### src/rtl/btb_way_array.sv
// Set-associative BTB storage: combinational lookup with same-cycle update
// forwarding, registered update/allocate with round-robin victims, multi-cycle flush.

module btb_way_cmp #(
  parameter int TAG_W = 27
) (
  input  logic             valid,
  input  logic [TAG_W-1:0] way_tag,
  input  logic [TAG_W-1:0] key,
  output logic             hit
);
  assign hit = valid && (way_tag == key);
endmodule

module btb_way_array #(
  parameter  int SETS  = 8,
  parameter  int WAYS  = 2,
  parameter  int TAG_W = 27,
  parameter  int TGT_W = 32,
  localparam int IDX_W = $clog2(SETS),
  localparam int WAY_W = (WAYS > 1) ? $clog2(WAYS) : 1
) (
  input  logic             clk,
  input  logic             rst,
  input  logic [IDX_W-1:0] lk_index,
  input  logic [TAG_W-1:0] lk_tag,
  output logic             lk_hit,
  output logic [WAY_W-1:0] lk_way,
  output logic [TGT_W-1:0] lk_target,
  output logic             lk_taken,
  input  logic             up_valid,
  input  logic [IDX_W-1:0] up_index,
  input  logic [TAG_W-1:0] up_tag,
  input  logic [TGT_W-1:0] up_target,
  input  logic             up_taken,
  input  logic             flush_req,
  output logic             busy
);
  localparam logic [0:0] S_IDLE  = 1'b0;
  localparam logic [0:0] S_FLUSH = 1'b1;

  logic [WAYS-1:0]             valid_q [SETS];
  logic [WAYS-1:0][1:0]        ctr_q   [SETS];
  logic [WAYS-1:0][TAG_W-1:0]  tag_q   [SETS];
  logic [WAYS-1:0][TGT_W-1:0]  tgt_q   [SETS];
  logic [WAY_W-1:0]            rr_q    [SETS];
  logic [0:0]                  state_q;
  logic [IDX_W-1:0]            flush_idx_q;

  logic                        up_en;
  logic [WAYS-1:0]             up_hit_vec;
  logic                        up_hit, has_free, up_evict;
  logic [WAY_W-1:0]            hit_way, free_way, up_way, rr_nxt;
  logic [1:0]                  old_ctr, new_ctr;
  logic [WAYS-1:0]             nxt_valid;
  logic [WAYS-1:0][1:0]        nxt_ctr;
  logic [WAYS-1:0][TAG_W-1:0]  nxt_tag;
  logic [WAYS-1:0][TGT_W-1:0]  nxt_tgt;

  logic                        fwd;
  logic [WAYS-1:0]             lk_valid;
  logic [WAYS-1:0][1:0]        lk_ctr;
  logic [WAYS-1:0][TAG_W-1:0]  lk_tags;
  logic [WAYS-1:0][TGT_W-1:0]  lk_tgts;
  logic [WAYS-1:0]             lk_hit_vec;

  assign busy  = (state_q == S_FLUSH);
  assign up_en = up_valid && !busy;

  // Lookup sees the post-edge image of its set when an update targets it.
  assign fwd      = up_en && (up_index == lk_index);
  assign lk_valid = fwd ? nxt_valid : valid_q[lk_index];
  assign lk_ctr   = fwd ? nxt_ctr   : ctr_q[lk_index];
  assign lk_tags  = fwd ? nxt_tag   : tag_q[lk_index];
  assign lk_tgts  = fwd ? nxt_tgt   : tgt_q[lk_index];

  for (genvar w = 0; w < WAYS; w++) begin : g_way
    btb_way_cmp #(.TAG_W(TAG_W)) u_up_cmp (
      .valid   (valid_q[up_index][w]),
      .way_tag (tag_q[up_index][w]),
      .key     (up_tag),
      .hit     (up_hit_vec[w])
    );
    btb_way_cmp #(.TAG_W(TAG_W)) u_lk_cmp (
      .valid   (lk_valid[w]),
      .way_tag (lk_tags[w]),
      .key     (lk_tag),
      .hit     (lk_hit_vec[w])
    );
  end

  always_comb begin
    has_free = 1'b0;
    free_way = '0;
    hit_way  = '0;
    for (int w = WAYS-1; w >= 0; w--) begin
      if (!valid_q[up_index][w]) begin
        has_free = 1'b1;
        free_way = WAY_W'(w);
      end
    end
    for (int w = 0; w < WAYS; w++)
      if (up_hit_vec[w]) hit_way = WAY_W'(w);
    up_hit   = |up_hit_vec;
    up_evict = !up_hit && !has_free;
    up_way   = up_hit ? hit_way : (has_free ? free_way : rr_q[up_index]);
    rr_nxt   = (rr_q[up_index] == WAY_W'(WAYS-1)) ? '0 : rr_q[up_index] + 1'b1;

    old_ctr = ctr_q[up_index][up_way];
    if (up_hit) begin
      if (up_taken) new_ctr = (old_ctr == 2'b11) ? 2'b11 : old_ctr + 2'd1;
      else          new_ctr = (old_ctr == 2'b00) ? 2'b00 : old_ctr - 2'd1;
    end else begin
      new_ctr = up_taken ? 2'b10 : 2'b01;
    end

    nxt_valid = valid_q[up_index];
    nxt_ctr   = ctr_q[up_index];
    nxt_tag   = tag_q[up_index];
    nxt_tgt   = tgt_q[up_index];
    nxt_valid[up_way] = 1'b1;
    nxt_ctr[up_way]   = new_ctr;
    nxt_tag[up_way]   = up_tag;
    nxt_tgt[up_way]   = up_target;
  end

  always_comb begin
    lk_hit    = 1'b0;
    lk_way    = '0;
    lk_target = '0;
    lk_taken  = 1'b0;
    if (!busy) begin
      for (int w = 0; w < WAYS; w++) begin
        if (lk_hit_vec[w]) begin
          lk_hit    = 1'b1;
          lk_way    = WAY_W'(w);
          lk_target = lk_tgts[w];
          lk_taken  = lk_ctr[w][1];
        end
      end
    end
  end

  // Updates can only commit in IDLE, so they never race the flush writes.
  always_ff @(posedge clk or posedge rst) begin
    if (rst) begin
      state_q     <= S_IDLE;
      flush_idx_q <= '0;
      for (int s = 0; s < SETS; s++) begin
        valid_q[s] <= '0;
        ctr_q[s]   <= '0;
        rr_q[s]    <= '0;
      end
    end else begin
      case (state_q)
        S_IDLE: begin
          if (flush_req) begin
            state_q     <= S_FLUSH;
            flush_idx_q <= '0;
          end
        end
        default: begin
          valid_q[flush_idx_q] <= '0;
          rr_q[flush_idx_q]    <= '0;
          if (flush_idx_q == IDX_W'(SETS-1)) state_q <= S_IDLE;
          else                               flush_idx_q <= flush_idx_q + 1'b1;
        end
      endcase
      if (up_en) begin
        valid_q[up_index] <= nxt_valid;
        ctr_q[up_index]   <= nxt_ctr;
        if (up_evict) rr_q[up_index] <= rr_nxt;
      end
    end
  end

  // Tag/target are qualified by valid, so they need no reset.
  always_ff @(posedge clk) begin
    if (up_en) begin
      tag_q[up_index] <= nxt_tag;
      tgt_q[up_index] <= nxt_tgt;
    end
  end

endmodule
### config.mk
export PLATFORM = sky130hd
export DESIGN_NAME = btb_way_array
export DESIGN_NICKNAME = d
export VERILOG_FILES = /design/src/rtl/btb_way_array.sv
export SDC_FILE = /design/constraint.sdc
export NUM_CORES = 2
export LEC_CHECK = 0
export ABC_AREA = 0
export CAP_MARGIN = 20
export CORE_MARGIN = 2
export CORE_UTILIZATION = 45
export DETAILED_ROUTE_END_ITERATION = 10
export SETUP_SLACK_MARGIN = 0.15
export SLEW_MARGIN = 10
export SYNTH_ARGS = -nofsm -noshare
export SYNTH_HDL_FRONTEND = slang
export SYNTH_SLANG_ARGS = --single-unit
### constraint.sdc
create_clock -name clk -period 12.2 [get_ports clk]
set_clock_uncertainty 0.2 [all_clocks]
set_input_delay 1.83 -clock clk [delete_from_list [all_inputs] [get_ports clk]]
set_output_delay 1.83 -clock clk [all_outputs]
set_load 0.02 [all_outputs]
==> results.py <==
metrics = {
    "run_status": {
        "status": "completed",
    },
    "setup_path": {
        "reg2reg_slack_ns": 6.98,
        "reg2regPathDepth": 9,
        "worstSetupStartpointType": "input pin",
        "crit_required_ns": 10.17,
        "path_cells": "buf_8 > or2_2 > o22ai_1 > o21a_1 > nor4_1 > nand4_1 > nor4_4 > o21a_4 > mux2i_1 > a21oi_1 > xnor2_1 > nand4bb_1 > or4_2 > buf_4 > a211oi_1 > o21a_1 > clkdlybuf4s50_1",
        "cp_slowest_cell": "o21a_4",
        "cp.arrival_ns": 9.37,
        "cp-end-kind": "output port",
        "r2r_end": "tgt_q[1][13]",
        "critPathMaxStageDelay_ns": 0.73,
        "critPathKind": "in2out",
        "cp_max_fo": 101,
        "cpMostUsedCell": "o21a_1",
        "r2r-start": "tag_q[6][22]",
    },
    "sta": {
        "setup_violations": 0,
        "fin_setup_tns_ns": 0,
        "finalMaxSlewViolations": 0,
        "hold_viol_final": 0,
        "slew_headroom_pct": 24.7,
        "rsz0062_at_grt": "no",
        "worst_pin_slew_ns": 1.13,
        "period_share_pct": 93.5,
        "period_minus_slack_ns": 11.40,
        "fmax_mhz": 87.7,
        "worst_slack_ns": 0.797,
    },
    "floorplanning": {
        "initial_core_util_pct": 45.2,
        "die_area_mm2": 0.114,
        "pin_count": 133,
        "die_height_um": 337,
        "rows": 122,
        "die_x_um": 337,
        "core-area_mm2": 0.110,
    },
    "cells_and_area": {
        "seq_area_mm2": 0.0298,
        "layout-drive-gt1-share_pct": 21.5,
        "fillers": 9155,
        "finalNonFillerCells": 4996,
        "layout_common_cells": "edfxtp_1, mux4_2, nand2_1, mux2i_1, o22ai_1",
        "multi_input_area_mm2": 0.0189,
        "area_growth_pct": 13.1,
        "final_common_cell": "edfxtp_1",
        "nets": 3515,
    },
    "synthesis": {
        "ys.flop_type": "edfxtp_1",
        "ys_seq_elements": 1004,
        "syn-cell-area_mm2": 0.0499,
        "ys_warn_count": 0,
        "yosysSeqAreaShare_pct": 59.8,
        "syn_avg_cell_area_um2": 14.9,
        "synthesis.nets": 3436,
        "synth-edff-count": 944,
        "synth_cell_type_count": 84,
        "async_flop_share_pct": 5.98,
        "synthCells": 3337,
    },
    "clock_tree": {
        "cts_max_path_buffers": 3,
        "hold_buffers": 0,
        "htreeDepth": 3,
        "cts_buffers": 105,
        "cts.sinks": 1004,
        "clk_latency_ns": 0.72,
        "clk_pin_slew_worst_paths_ns": 0.06,
        "cts_resized": 0,
        "cts_root_buf": "clkbuf_16",
        "cts_tree": "yes",
        "cts_setup_buffers": 0,
    },
    "worst_hold_path": {
        "whs_path_depth": 2,
        "whs_endpoint": "ctr_q[12]",
        "hp-start": "ctr_q[12]",
        "min_path_type": "reg2reg",
    },
    "global_routing": {
        "overflow": 0,
        "grt_pass1_wl_mm": 234,
        "antenna_found_initial": 1,
        "grt_start_max_net_pins": 102,
        "grt_pass1_vias": 34200,
        "grt_usage_pct": 28.2,
    },
    "placement": {
        "port-buffer-count": 132,
        "dp_slack_ns": 0.999,
        "hpwl_mm": 96.1,
        "routabilityCongestion": 0.914,
        "dp.cells": 4790,
    },
    "drt": {
        "drt_first_pass_iters": 6,
        "wl_mm": 162,
        "num_vias": 33800,
        "vias_per_cell": 6.77,
        "post_drt_wl_per_cell_um": 32.3,
        "drtIter0Drc": 3782,
        "drtAntennaViolNets": 0,
        "drt_drc_violations_left": 0,
    },
    "power_and_ir_drop": {
        "powerDensity_mw_per_mm2": 166,
        "ir_worst_vdd_uv": 132,
        "p_leak_nw": 18.7,
    },
    "run": {
        "cap_violations": 0,
    },
}
[through the flow]
| step | hold slack, ns | utilization [%] | power, mW | area, µm² |
|---|---|---|---|---|
| detailed placement | 0.271 | 47.8 | 6.16 | 52700 |
| floorplan | 0.249 | - | 5.53 | 49900 |
| CTS | 0.285 | 50.9 | 9.32 | 56200 |
| finish | 0.283 | 51.1 | 9.35 | 56400 |
| global placement | 0.261 | 47.8 | 6.08 | 52700 |
| global route | 0.322 | 51.1 | 9.66 | 56400 |
[registers in the layout, indices dropped and copies added (netlist names)]
register / flops
tgt_q: 512
tag_q: 432
ctr_q: 32
valid_q: 16
rr_q: 8
flush_idx_q: 3
busy: 1
[cell families after synthesis]
kind of cell	Yosys count	share of synthesized area (%)
and+or+nand+nor	670	6.45
xor gates and xnor gates	65	1.14
adders and majority gates	2	0.0502
AOI/OAI and AO/OA	670	9.24
muxes	624	20.6
DFF	1004	59.8
buffers and inverters	302	2.63
[power by group]
| group | leakage (nW) | switching, mW | internal, mW |
|---|---|---|---|
| clock network | 1.66 | 1.39 | 1.80 |
| logic | 7.70 | 1.19 | 0.553 |
| registers | 9.31 | 0.100 | 4.32 |
[synthesized netlist by cell type (all sizes together), types with 18 or more instances]
library cell	number	area, µm²
o22ai	170	1060
nand4	19	125
a22oi	19	143
mux2i	199	2000
buf	112	597
a21oi	62	314
xnor2	44	385
o221ai	48	420
or4	20	154
o21ai	115	587
mux4	310	6980
mux2	115	1310
nor2	165	619
edfxtp	944	28300
xor2	21	184
o41ai	34	298
o211ai	18	135
clkbuf	145	546
nand2	254	953
a211oi	77	578
inv	44	165
nand3	45	225
and3	28	175
dfrtp	60	1500
o21a	35	263
nor3	35	175
o22a	26	228
[cell type report]
cell class	instances	share of cell area, %
flip-flops and latches	1004	52.9
clock buffers	124	4.86
inverters	45	0.379
well taps	1488	3.30
repair buffers	229	3.73
multi-input cells	2031	33.6
diodes	1	0.00444
clock inverters	74	1.19
[critical path: cells and delay by family]
family / cells / cell delay [ns]
XOR/XNOR: 1 / 0.26
multiplexers: 1 / 0.62
AND/OR/NAND/NOR: 6 / 2.85
AO/OA/AOI/OAI: 6 / 1.89
buffers and inverters: 3 / 1.49
[worst max path at each step]
stage / startpoint / endpoint / slack, ns / cells after the start
floorplan: up_index[0] / lk_target[1] / 3.66 / 18
global placement: up_index[2] / lk_target[26] / 1.04 / 17
detailed placement: up_index[2] / lk_target[30] / 1.0 / 17
CTS: up_index[2] / lk_target[17] / 0.97 / 17
global route: up_index[2] / lk_target[29] / 0.52 / 17
finish: up_index[2] / lk_target[17] / 0.80 / 17
[metal layers]
metal	GRT usage, %	vias up	routed length (µm)
met5	0	-	0
met4	11.4	0	6210
met3	4.95	345	14600
met2	46.1	2020	78000
met1	37.3	17700	62800
li1	-	13800	-
Power figures use the tool's default switching activity.
